`src/rtl/vector_to_float32_serializer_pkg.sv`:
```
// Shared types and constants for the vector datapath and its float32 export path.
package vector_to_float32_serializer_pkg;

    // Signed fixed-point component: 12 integer bits, 20 fractional bits
    typedef logic signed [31:0] single_t;

    // One point as packed {x, y, z}, x in the most significant word
    typedef struct packed {
        single_t x;
        single_t y;
        single_t z;
    } point_t;

    // IEEE-754 binary32 word
    typedef logic [31:0] float32_t;

    localparam int float32_bias      = 127;
    localparam int float32_mant_bits = 23;
    localparam int single_frac_bits  = 20;

endpackage

```
`src/rtl/vector_to_float32_serializer_fixed_to_float32.sv`:
```
// Combinational Q12.20 -> binary32 converter with optional round-to-nearest-even.
import vector_to_float32_serializer_pkg::*;

module fixed_to_float32 #(
    parameter bit ROUND_NEAREST_EVEN = 1'b1
) (
    input  single_t  i_value,
    output float32_t o_word,
    output logic     o_inexact
);

    logic        w_sign;
    logic [31:0] w_raw;
    logic [31:0] w_mag;
    logic [31:0] w_lowMask;
    logic [4:0]  w_leadPos;
    logic [7:0]  w_expo;
    logic [22:0] w_mant;
    logic [23:0] w_mantInc;
    logic        w_guard;
    logic        w_sticky;
    logic        w_roundUp;

    // Normalise the magnitude, narrow to 23 mantissa bits and round or truncate
    always_comb begin
        w_raw     = i_value;
        w_sign    = w_raw[31];
        w_mag     = w_sign ? (~w_raw + 32'd1) : w_raw;
        w_leadPos = 5'd0;
        w_lowMask = 32'd0;
        w_guard   = 1'b0;
        w_sticky  = 1'b0;
        w_mant    = 23'd0;
        w_mantInc = 24'd0;
        w_roundUp = 1'b0;
        for (int i = 0; i < 32; i++) begin
            if (w_mag[i]) begin
                w_leadPos = 5'(i);
            end
        end
        w_expo = 8'(w_leadPos) + 8'(float32_bias - single_frac_bits);
        if (w_leadPos <= 5'(float32_mant_bits)) begin
            w_mant = 23'(w_mag << (5'(float32_mant_bits) - w_leadPos));
        end else begin
            w_mant    = 23'(w_mag >> (w_leadPos - 5'(float32_mant_bits)));
            w_guard   = w_mag[w_leadPos - 5'd24];
            w_lowMask = (32'd1 << (w_leadPos - 5'd24)) - 32'd1;
            w_sticky  = |(w_mag & w_lowMask);
        end
        w_roundUp = ROUND_NEAREST_EVEN && w_guard && (w_sticky || w_mant[0]);
        w_mantInc = {1'b0, w_mant} + {23'd0, w_roundUp};
        if (w_mantInc[23]) begin
            w_mant = 23'd0;
            w_expo = w_expo + 8'd1;
        end else begin
            w_mant = w_mantInc[22:0];
        end
        if (w_mag == 32'd0) begin
            o_word    = 32'd0;
            o_inexact = 1'b0;
        end else begin
            o_word    = {w_sign, w_expo, w_mant};
            o_inexact = w_guard | w_sticky;
        end
    end

endmodule

```
`src/rtl/vector_to_float32_serializer.sv`:
```
// Captures one point and streams its x, y, z components as binary32 words.
import vector_to_float32_serializer_pkg::*;

module vector_to_float32_serializer #(
    parameter bit ROUND_NEAREST_EVEN = 1'b1
) (
    input  logic        clk,
    input  logic        rst_n,
    input  logic        in_valid,
    output logic        in_ready,
    input  logic [95:0] in_point,
    output logic        out_valid,
    input  logic        out_ready,
    output logic [31:0] out_word,
    output logic [1:0]  out_index,
    output logic        out_last,
    output logic        out_inexact
);

    typedef enum logic [1:0] {
        IDLE = 2'd0,
        CONV = 2'd1,
        HOLD = 2'd2
    } state_t;

    state_t     r_state;
    point_t     r_point;
    logic [1:0] r_idx;
    logic       r_inReady;
    logic       r_outValid;
    float32_t   r_outWord;
    logic [1:0] r_outIndex;
    logic       r_outLast;
    logic       r_outInexact;
    single_t    w_component;
    float32_t   w_word;
    logic       w_inexact;

    // Select the captured component currently being converted
    always_comb begin
        case (r_idx)
            2'd0:    w_component = r_point.x;
            2'd1:    w_component = r_point.y;
            default: w_component = r_point.z;
        endcase
    end

    fixed_to_float32 #(
        .ROUND_NEAREST_EVEN(ROUND_NEAREST_EVEN)
    ) u_convert (
        .i_value  (w_component),
        .o_word   (w_word),
        .o_inexact(w_inexact)
    );

    // Capture / convert / hold sequencer with all outputs registered
    always_ff @(posedge clk or negedge rst_n) begin
        if (!rst_n) begin
            r_state      <= IDLE;
            r_point      <= '0;
            r_idx        <= 2'd0;
            r_inReady    <= 1'b0;
            r_outValid   <= 1'b0;
            r_outWord    <= '0;
            r_outIndex   <= 2'd0;
            r_outLast    <= 1'b0;
            r_outInexact <= 1'b0;
        end else begin
            case (r_state)
                IDLE: begin
                    if (in_valid && r_inReady) begin
                        r_point   <= in_point;
                        r_idx     <= 2'd0;
                        r_inReady <= 1'b0;
                        r_state   <= CONV;
                    end else begin
                        r_inReady <= 1'b1;
                    end
                end
                CONV: begin
                    r_outWord    <= w_word;
                    r_outIndex   <= r_idx;
                    r_outLast    <= (r_idx == 2'd2);
                    r_outInexact <= w_inexact;
                    r_outValid   <= 1'b1;
                    r_state      <= HOLD;
                end
                HOLD: begin
                    if (out_ready) begin
                        r_outValid <= 1'b0;
                        if (r_idx == 2'd2) begin
                            r_inReady <= 1'b1;
                            r_state   <= IDLE;
                        end else begin
                            r_idx   <= r_idx + 2'd1;
                            r_state <= CONV;
                        end
                    end
                end
                default: begin
                    r_state <= IDLE;
                end
            endcase
        end
    end

    assign in_ready    = r_inReady;
    assign out_valid   = r_outValid;
    assign out_word    = r_outWord;
    assign out_index   = r_outIndex;
    assign out_last    = r_outLast;
    assign out_inexact = r_outInexact;

endmodule
```
`config.mk`:
```
export PLATFORM = sky130hd
export DESIGN_NAME = vector_to_float32_serializer
export DESIGN_NICKNAME = d
export VERILOG_FILES = /design/src/rtl/vector_to_float32_serializer_pkg.sv /design/src/rtl/vector_to_float32_serializer_fixed_to_float32.sv /design/src/rtl/vector_to_float32_serializer.sv
export SDC_FILE = /design/constraint.sdc
export NUM_CORES = 1
export LEC_CHECK = 0
export CORE_MARGIN = 1.5
export CORE_UTILIZATION = 35
export DETAILED_ROUTE_END_ITERATION = 8
export SYNTH_ARGS = -nofsm -noshare
export SYNTH_HDL_FRONTEND = slang
export SYNTH_SLANG_ARGS = --single-unit
```
`constraint.sdc`:
```
create_clock -name clk -period 14.7 [get_ports clk]
set_input_delay 2.205 -clock clk [delete_from_list [all_inputs] [get_ports clk]]
set_output_delay 2.205 -clock clk [all_outputs]
set_load 0.01 [all_outputs]
```
Word level (Yosys, flattened, before mapping)
Cells that the tools add are included.
{ "op_classes": {"n_addsub": 9, "magnitude_cmp": 2, "eq_ne": 8, "shift": 3, "muxes": 56, "n_bitwise": 3, "n_reduce_logical": 14} }
{ "ops": {"columns": ["operator", "count"], "rows": [
  ["two-way mux 5 bit", 30],
  ["two-way mux 32 bit", 2],
  ["one-hot mux 32 bit (2 select lines)", 1],
  ["two-way mux 23 bit", 2],
  ["adder 32 x 1 -> 32 bit (second input constant)", 1],
  ["bitwise AND 32 bit", 1],
  ["logical NOT 32 bit", 1],
  ["NOT 32 bit", 1],
  ["OR reduction 32 bit", 1],
  ["left shift 1 x 5 -> 32 bit (first input constant)", 1],
  ["left shift 32 x 5 -> 23 bit", 1],
  [">> shifter 32 x 5 -> 23 bit", 1],
  ["subtractor 32 x 1 -> 32 bit (second input constant)", 1],
  ["adder 23 x 1 -> 24 bit", 1],
  ["two-way mux 1 bit", 10],
  ["two-way mux 2 bit", 5],
  ["subtractor 5 bit (second input constant)", 2],
  ["adder 5 x 7 -> 8 bit (second input constant)", 1],
  ["adder 8 x 1 -> 8 bit (second input constant)", 1],
  ["two-way mux 8 bit", 1],
  ["!= test 2 bit (second input constant)", 4],
  ["< comparator 5 x 6 -> 1 bit (second input constant)", 1],
  ["one-hot mux 2 bit (3 select lines)", 1],
  ["AND reduction 2 bit", 3],
  ["other kinds (15)", 21]
]} }
{ "word_totals": {"regBits": 138, "output_inout_bits": 38, "word_cells": 106} }

Longest topological paths before layout
Gate-level depths: netlist (run 1).
{ "depth": {"word_depth": 47, "ltp_mapped": 40, "ltp_nobuf": 31} }

Hierarchy
From an unflattened synthesis (run 1), not the netlist that was laid out.
{ "hier_totals": {"cells_unflattened": 1711, "hier_area_um2": 14123.5} }
{ "by_module_without_submodules": {"columns": ["mod", "instances", "cells_each", "area_each_um2", "seq_area_each_um2"], "rows": [
  ["fixed_to_float32", 1, 1295, 8279.2, 0.0],
  ["vector_to_float32_serializer", 1, 416, 5844.4, 3453.3]
]} }

Worst setup path before layout (run 1)
OpenSTA, ideal clock, no wires.
{ "synth_timing": {"kind": "register -> register", "from": "reg r_idx[0]", "to": "reg r_outWord[3] (netlist: out_word[3])", "arrival_time_ns": 7.952, "required_time_ns": 14.578, "slack_ns": 6.627, "stages_incl_launch_ff": 38, "path_buffers": 9, "path_cell_list": "dfrtp_1 -> inv_1 -> ha_1 -> nor2_1 -> buf_6 -> a21o_1 -> inv_2 -> clkbuf_1 -> ha_1 -> inv_1 -> a211oi_2 -> nand3_1 -> or4_1 -> a21oi_1 -> nor2_1 -> a2111o_1 -> a2111oi_4 -> nor3_4 -> [2 not listed] -> ha_1 -> clkbuf_1 -> inv_1 -> clkbuf_1 -> clkbuf_1 -> nor3_1 -> mux2i_1 -> nand3_1 -> o31ai_1 -> a22oi_1 -> o31ai_4 -> and4_4 -> nand4_4 -> or3_1 -> buf_2 -> and2_4 -> buf_6 -> a32o_1"} }
{ "synth_via": {"elab_chain_len": 47, "elab_cells_between_ends": 58, "cone_classes": "add/sub (6); order compare (1); eq/ne (1); shift (3); mux (40); bitwise (2); reduce/logical (5)"} }
{ "synth_rtl": {"columns": ["element", "line", "text"], "rows": [
  ["start, declared", "vector_to_float32_serializer.sv:28", "logic [1:0] r_idx;"],
  ["start signal, assigned", "vector_to_float32_serializer.sv:95", "r_idx <= r_idx + 2'd1;"],
  ["equality test 2 x 1 -> 1 bit / logical NOT 2 bit (equally long branches)", "vector_to_float32_serializer.sv:41", "case (r_idx)"],
  ["one-hot mux 32 bit (2 select lines) *", "vector_to_float32_serializer.sv:41", null],
  ["NOT 32 bit", "vector_to_float32_serializer_fixed_to_float32.sv:28", "w_mag = w_sign ? (~w_raw + 32'd1) : w_raw;"],
  ["adder 32 x 1 -> 32 bit", "vector_to_float32_serializer_fixed_to_float32.sv:28", null],
  ["two-way mux 32 bit *", "vector_to_float32_serializer_fixed_to_float32.sv:28", null],
  ["two-way mux 1 bit", "vector_to_float32_serializer_fixed_to_float32.sv:37", "if (w_mag[i]) begin"],
  ["two-way mux 5 bit (30 in series)", "vector_to_float32_serializer_fixed_to_float32.sv:37", null],
  ["subtractor 5 bit", "vector_to_float32_serializer_fixed_to_float32.sv:46, vector_to_float32_serializer_fixed_to_float32.sv:47", null],
  ["[2 not listed]", null, null],
  ["bitwise AND 32 bit", "vector_to_float32_serializer_fixed_to_float32.sv:48", "w_sticky = |(w_mag & w_lowMask);"],
  ["OR reduction 32 bit", "vector_to_float32_serializer_fixed_to_float32.sv:48", null],
  ["two-way mux 1 bit", "vector_to_float32_serializer_fixed_to_float32.sv:42", "if (w_leadPos <= 5'(float32_mant_bits)) begin"],
  ["logical OR 1 bit", "vector_to_float32_serializer_fixed_to_float32.sv:50", "w_roundUp = ROUND_NEAREST_EVEN && w_guard && (w_sticky || w_mant[0]);"],
  ["logical AND 1 bit", "vector_to_float32_serializer_fixed_to_float32.sv:50", null],
  ["adder 23 x 1 -> 24 bit", "vector_to_float32_serializer_fixed_to_float32.sv:51", "w_mantInc = {1'b0, w_mant} + {23'd0, w_roundUp};"],
  ["two-way mux 23 bit", "vector_to_float32_serializer_fixed_to_float32.sv:52", "if (w_mantInc[23]) begin"],
  ["two-way mux 32 bit *", "vector_to_float32_serializer_fixed_to_float32.sv:58", "if (w_mag == 32'd0) begin"],
  ["end signal, assigned", "vector_to_float32_serializer.sv:81", "r_outWord <= w_word;"],
  ["end, declared", "vector_to_float32_serializer.sv:31", "float32_t r_outWord;"]
]} }
Mark *: on every way between the ends. The rest lies on a longest branch, timed or not. The select of a mux whose other input is x is not followed.
A chain may end at the register's enable or synchronous reset.

Final worst setup path (run 1)
Same ends and word-level chain as after synthesis.

==> results of run 1 <==
synth_stat cells (12+ instances only):
library cell,n
dfrtp_1,138
nand2_1,118
nor2_1,108
mux2_2,106
a21oi_1,98
o21ai_0,65
nor3_1,61
nand3_1,57
a22o_1,55
xnor2_1,50
clkbuf_1,46
a21o_1,37
mux2i_1,34
a31oi_1,33
buf_2,29
o211ai_1,27
a211oi_1,24
nand4_1,23
and2_1,20
nor4_1,20
ha_1,18
o2111ai_1,16
inv_1,15
o22ai_1,14
o31ai_1,14
buf_4,13
xor2_1,12
final timing paths:
| path | start | endpoint | slack (ps) | cells after the start |
|---|---|---|---|---|
| worst min-delay path | out_word[23] | out_word[23] | 470 | 2 |
| worst max register to register | r_idx[0] | out_word[3] | 4560 | 31 |
| max in group asynchronous | rst_n | r_point[61] | 11620 | 2 |
| worst max-delay path | r_idx[0] | out_word[3] | 4560 | 31 |
| min in group asynchronous | rst_n | out_valid | 1770 | 1 |
| worst min register to register | out_word[23] | out_word[23] | 470 | 2 |
layout make-up:
class / count / area (um^2)
fillers: 3874 / 22000
multi-input cells: 1293 / 9470
flip-flops and latches: 138 / 3450
repair buffers: 167 / 1600
well taps: 511 / 639
clock buffers: 18 / 439
clock inverters: 14 / 155
inverters: 24 / 95.1
cell families (layout without fill, tap and decap cells):
group	count (synthesis)	after routing	share of synthesized area, %
AND/OR/NAND/NOR	503	503	20.0
multiplexers	148	148	12.5
XOR/XNOR	63	63	4.13
flip-flops	138	138	25.5
AO/OA/AOI/OAI	561	561	31.4
buffers and inverters	128	223	4.77
adder cells (fa/ha/maj)	18	18	1.66
state kept, by name, summed over array words and instances (netlist names):
| name | cells |
|---|---|
| out_last | 1 |
| out_word | 32 |
| out_index | 2 |
| out_valid | 1 |
| in_ready | 1 |
| r_point | 96 |
| r_idx | 2 |
| out_inexact | 1 |
| r_state | 2 |
routing by layer:
layer | track usage (%) | vias to the layer above | share of wire, %
met5 | 0 | - | 0
met2 | 41.8 | 749 | 45
li1 | - | 6285 | -
met4 | 11.3 | 0 | 3.7
met1 | 36.4 | 6782 | 43
met3 | 4.54 | 121 | 8.6
critical path: cells and delay by family, from the launching register on:
kind                     cells  cell delay [ps]
AO/OA/AOI/OAI               10             3070
flip-flops                   1              380
adder cells (fa/ha/maj)      3              780
buffers and inverters        7             1880
AND/OR/NAND/NOR             11             3840
stage by stage:
step	utilization [%]	instances	instance area, um^2	hold WS (ps)	worst slack (ps)
5_1_grt	41.9	2165	15800	508	3860
3_5_place_dp	40.3	2133	15300	471	4840
3_3_place_gp	40.3	2133	15300	469	4910
6_report	41.9	2165	15800	475	4560
4_1_cts	41.9	2165	15800	486	4810
2_1_floorplan	-	1559	13500	481	6630
==> impl_metrics.py, run 1 <==
metrics = {
    "run_status": {
        "status": "finished clean",
    },
    "clocking": {
        "numCtsBuffers": 17,
        "insertion_delay_ps": 460,
        "cts_hold_buf": 0,
        "h-tree-depth": 4,
        "clk_pin_slew_worst_paths_ps": 70,
        "post_cts_buffers": 0,
        "cts_resized": 0,
        "root_buffer": "clkbuf_16",
        "clockBufferDepth": 2,
        "cts_tree": "done",
        "cts_sinks": 138,
    },
    "timing": {
        "tightest_slew_ps": 1180,
        "skew_ps": 9.39,
        "fin_tns_setup_ps": 0,
        "hold_violations": 0,
        "relSlewSlack_pct": 20.6,
        "setup_viol": 0,
        "drv_slew": 0,
        "post-route-period-util_pct": 69.0,
        "rsz0062_at_grt": "no",
        "period_needed_ps": 10140,
        "fmax_ghz": 0.0986,
    },
    "hold_path": {
        "hold_class": "reg2reg",
    },
    "layout": {
        "antennaDiodeCount": 0,
        "area_growth_pct": 17.1,
        "most-common-layout-cells": "dfrtp_1, clkdlybuf4s50_1, nand2_1, nor2_1, mux2_2",
        "final_common_cell": "dfrtp_1",
        "final_nets": 1759,
        "drive_gt1_share_pct": 17.0,
    },
    "synthesis": {
        "syn-num-nets": 1677,
        "synth-seq-cells": 138,
        "yosysSeqAreaShare_pct": 25.5,
        "async_reset_ff_share_pct": 100,
        "ys_warn_count": 0,
        "netlist_area_um2": 13500,
        "syn_area_per_cell_um2": 8.68,
        "synth_top_area_cell": "dfrtp_1",
        "synth_ff_type": "dfrtp_1",
        "synth_top_area_share_pct": 25.5,
        "synthCells": 1559,
        "synth_cell_type_count": 111,
        "synth_edf_count": 0,
        "synthTopCellsByArea": "dfrtp_1, mux2_2, a21oi_1, a22o_1, nand2_1",
    },
    "drt": {
        "drt-total-wl_um": 52800,
        "drtAntennaViolNets": 0,
        "drc_errors": 0,
        "drtIter0Drc": 1736,
        "via_per_inst": 6.44,
        "via_count": 13900,
        "dr.pass1.iters": 6,
        "wl_per_cell_um": 24.4,
    },
    "critical_path": {
        "max_stage_delay_ps": 1020,
        "crit_type": "reg2reg",
        "worst_setup_path_end_kind": "flop",
        "critPathArrivalTime_ps": 10490,
        "cpMaxStageDelayCell": "nor4_2",
        "start_kind": "flop",
        "worstPathRequired_ps": 15050,
        "crit_top_cell": "buf_4",
        "cp_max_fo": 55,
    },
    "global_routing": {
        "grt_overflow": 0,
        "grt_use_total_pct": 26.8,
        "grt_max_degree": 75,
        "grt_pass1_wl_um": 81500,
        "grt_pass1_vias": 13400,
        "grt_antenna_before_repair": 0,
    },
    "floorplan": {
        "die-area_um2": 39900,
        "io_pins": 138,
        "chipHeight_um": 200,
        "core-area_um2": 37800,
        "dieWidth_um": 200,
        "floorplan.initialDensity_pct": 35.8,
        "rows": 71,
    },
    "placed_design": {
        "place_congestion": 0.967,
        "portBuffers": 137,
        "dpl.hpwl_um": 39300,
    },
    "flow_run": {
        "drv_cap": 0,
    },
}
Power of run 1 is not shown: default switching activity piles up to over one toggle a cycle in this logic, so the estimate is an artifact.
==> inputs of run 2 (changes only) <==
==> constraint.sdc (replaced) <==
create_clock -name clk -period 10.03 [get_ports clk]
set_input_delay 1.5045 -clock clk [delete_from_list [all_inputs] [get_ports clk]]
set_output_delay 1.5045 -clock clk [all_outputs]
set_load 0.01 [all_outputs]
==> impl_metrics.py, run 2 (same netlist as run 1, synthesis figures left out) <==
metrics = {
    "floorplan": {
        "die-area_um2": 39900,
        "rows": 71,
        "io_pins": 138,
        "core-area_um2": 37800,
        "floorplan.initialDensity_pct": 35.8,
        "chipHeight_um": 200,
        "dieWidth_um": 200,
    },
    "layout": {
        "most-common-layout-cells": "dfrtp_1, clkdlybuf4s50_1, nand2_1, nor2_1, mux2_2",
        "design_area_um2": 16000,
        "area_growth_pct": 18.0,
        "antennaDiodeCount": 0,
        "drive_gt1_share_pct": 17.8,
        "largest_reg_flops": 96,
        "final_nets": 1773,
        "regMostFlops": "r_point",
        "final_common_cell": "dfrtp_1",
    },
    "drt": {
        "via_count": 14000,
        "drc_errors": 0,
        "drtAntennaViolNets": 0,
        "drt-total-wl_um": 53900,
        "dr.pass1.iters": 6,
        "drtIter0Drc": 1742,
        "wl_per_cell_um": 24.7,
        "via_per_inst": 6.43,
    },
    "global_routing": {
        "grt_use_total_pct": 27.7,
        "grt_max_degree": 76,
        "grt_overflow": 0,
        "grt_pass1_wl_um": 83600,
        "grt_pass1_vias": 13700,
        "grt_antenna_before_repair": 2,
    },
    "timing": {
        "fmax_ghz": 0.108,
        "period_needed_ps": 9250,
        "setup_viol": 0,
        "post-route-period-util_pct": 92.2,
        "hold_violations": 0,
        "rsz0062_at_grt": "no",
        "tightest_slew_ps": 1240,
        "skew_ps": 15.1,
        "fin_tns_setup_ps": 0,
        "drv_slew": 0,
        "relSlewSlack_pct": 16.8,
    },
    "run_status": {
        "status": "finished clean",
    },
    "clocking": {
        "numCtsBuffers": 17,
        "clockBufferDepth": 2,
        "cts_sinks": 138,
        "root_buffer": "clkbuf_16",
        "clk_pin_slew_worst_paths_ps": 60,
        "h-tree-depth": 4,
        "cts_hold_buf": 0,
        "cts_resized": 0,
        "insertion_delay_ps": 460,
        "post_cts_buffers": 0,
        "cts_tree": "done",
    },
    "critical_path": {
        "worstPathRequired_ps": 10380,
        "max_stage_delay_ps": 900,
        "cp_max_fo": 30,
        "critPathArrivalTime_ps": 9600,
        "crit_type": "reg2reg",
        "worst_setup_path_end_kind": "flop",
        "crit_top_cell": "ha_1",
        "cpMaxStageDelayCell": "a311oi_1",
        "start_kind": "flop",
    },
    "hold_path": {
        "hold_class": "reg2reg",
    },
    "flow_run": {
        "drv_cap": 0,
    },
    "placed_design": {
        "place_congestion": 1.04,
        "dpl.hpwl_um": 41200,
        "portBuffers": 137,
        "placed_cell_area_um2": 15400,
    },
}
==> run 2: cell types whose count changed in the layout (fill, tap and decap cells not counted), sizes merged <==
cell    change
buf        +14
bufinv      +1
clkbuf      -1
clkinv      -1
inv         +1
==> run 2: stage by stage <==
step,setup slack (ps),hold WS [ps],std cells,utilization [%]
finish,780,482,2179,42.2
global route,337,517,2179,42.2
CTS,1030,491,2179,42.2
detailed placement,1070,477,2147,40.6
global placement,1000,467,2147,40.6
floorplan,1960,481,1559,-
==> run 2: worst paths after layout <==
check	start	to	slack [ps]	cells after the start
hold / removal	out_inexact	out_inexact	480	2
min in group asynchronous	rst_n	in_ready	1070	1
setup / recovery	r_idx[0]	out_word[0]	780	29
hold reg to reg	out_inexact	out_inexact	480	2
max in group asynchronous	rst_n	r_point[59]	7670	2
setup reg to reg	r_idx[0]	out_word[0]	780	29
==> run 2: metal layers <==
layer	GRT usage (%)	share of wire, %	up-vias
met4	14.3	4.8	2
met1	36.3	42	6790
met3	7.22	9.5	150
met5	0	0.030	-
met2	41.6	44	790
li1	-	-	6282
==> run 2: cell type report <==
type	count	area [um^2]
fill	3853	21900
multi-input combinational	1293	9480
sequential	138	3450
timing repair buffer	181	1700
tap	511	639
clock buffer	17	425
clock inverter	15	180
inverter	24	95.1
==> run 2: critical path, delay by kind of cell (launching register included) <==
kind	cells	cell delay (ps)
AOI/OAI and AO/OA	11	4190
and+or+nand+nor	10	2310
adders and majority gates	3	1140
buffers and inverters	5	1120
DFF	1	350
Power of run 2 is left out for the same reason.
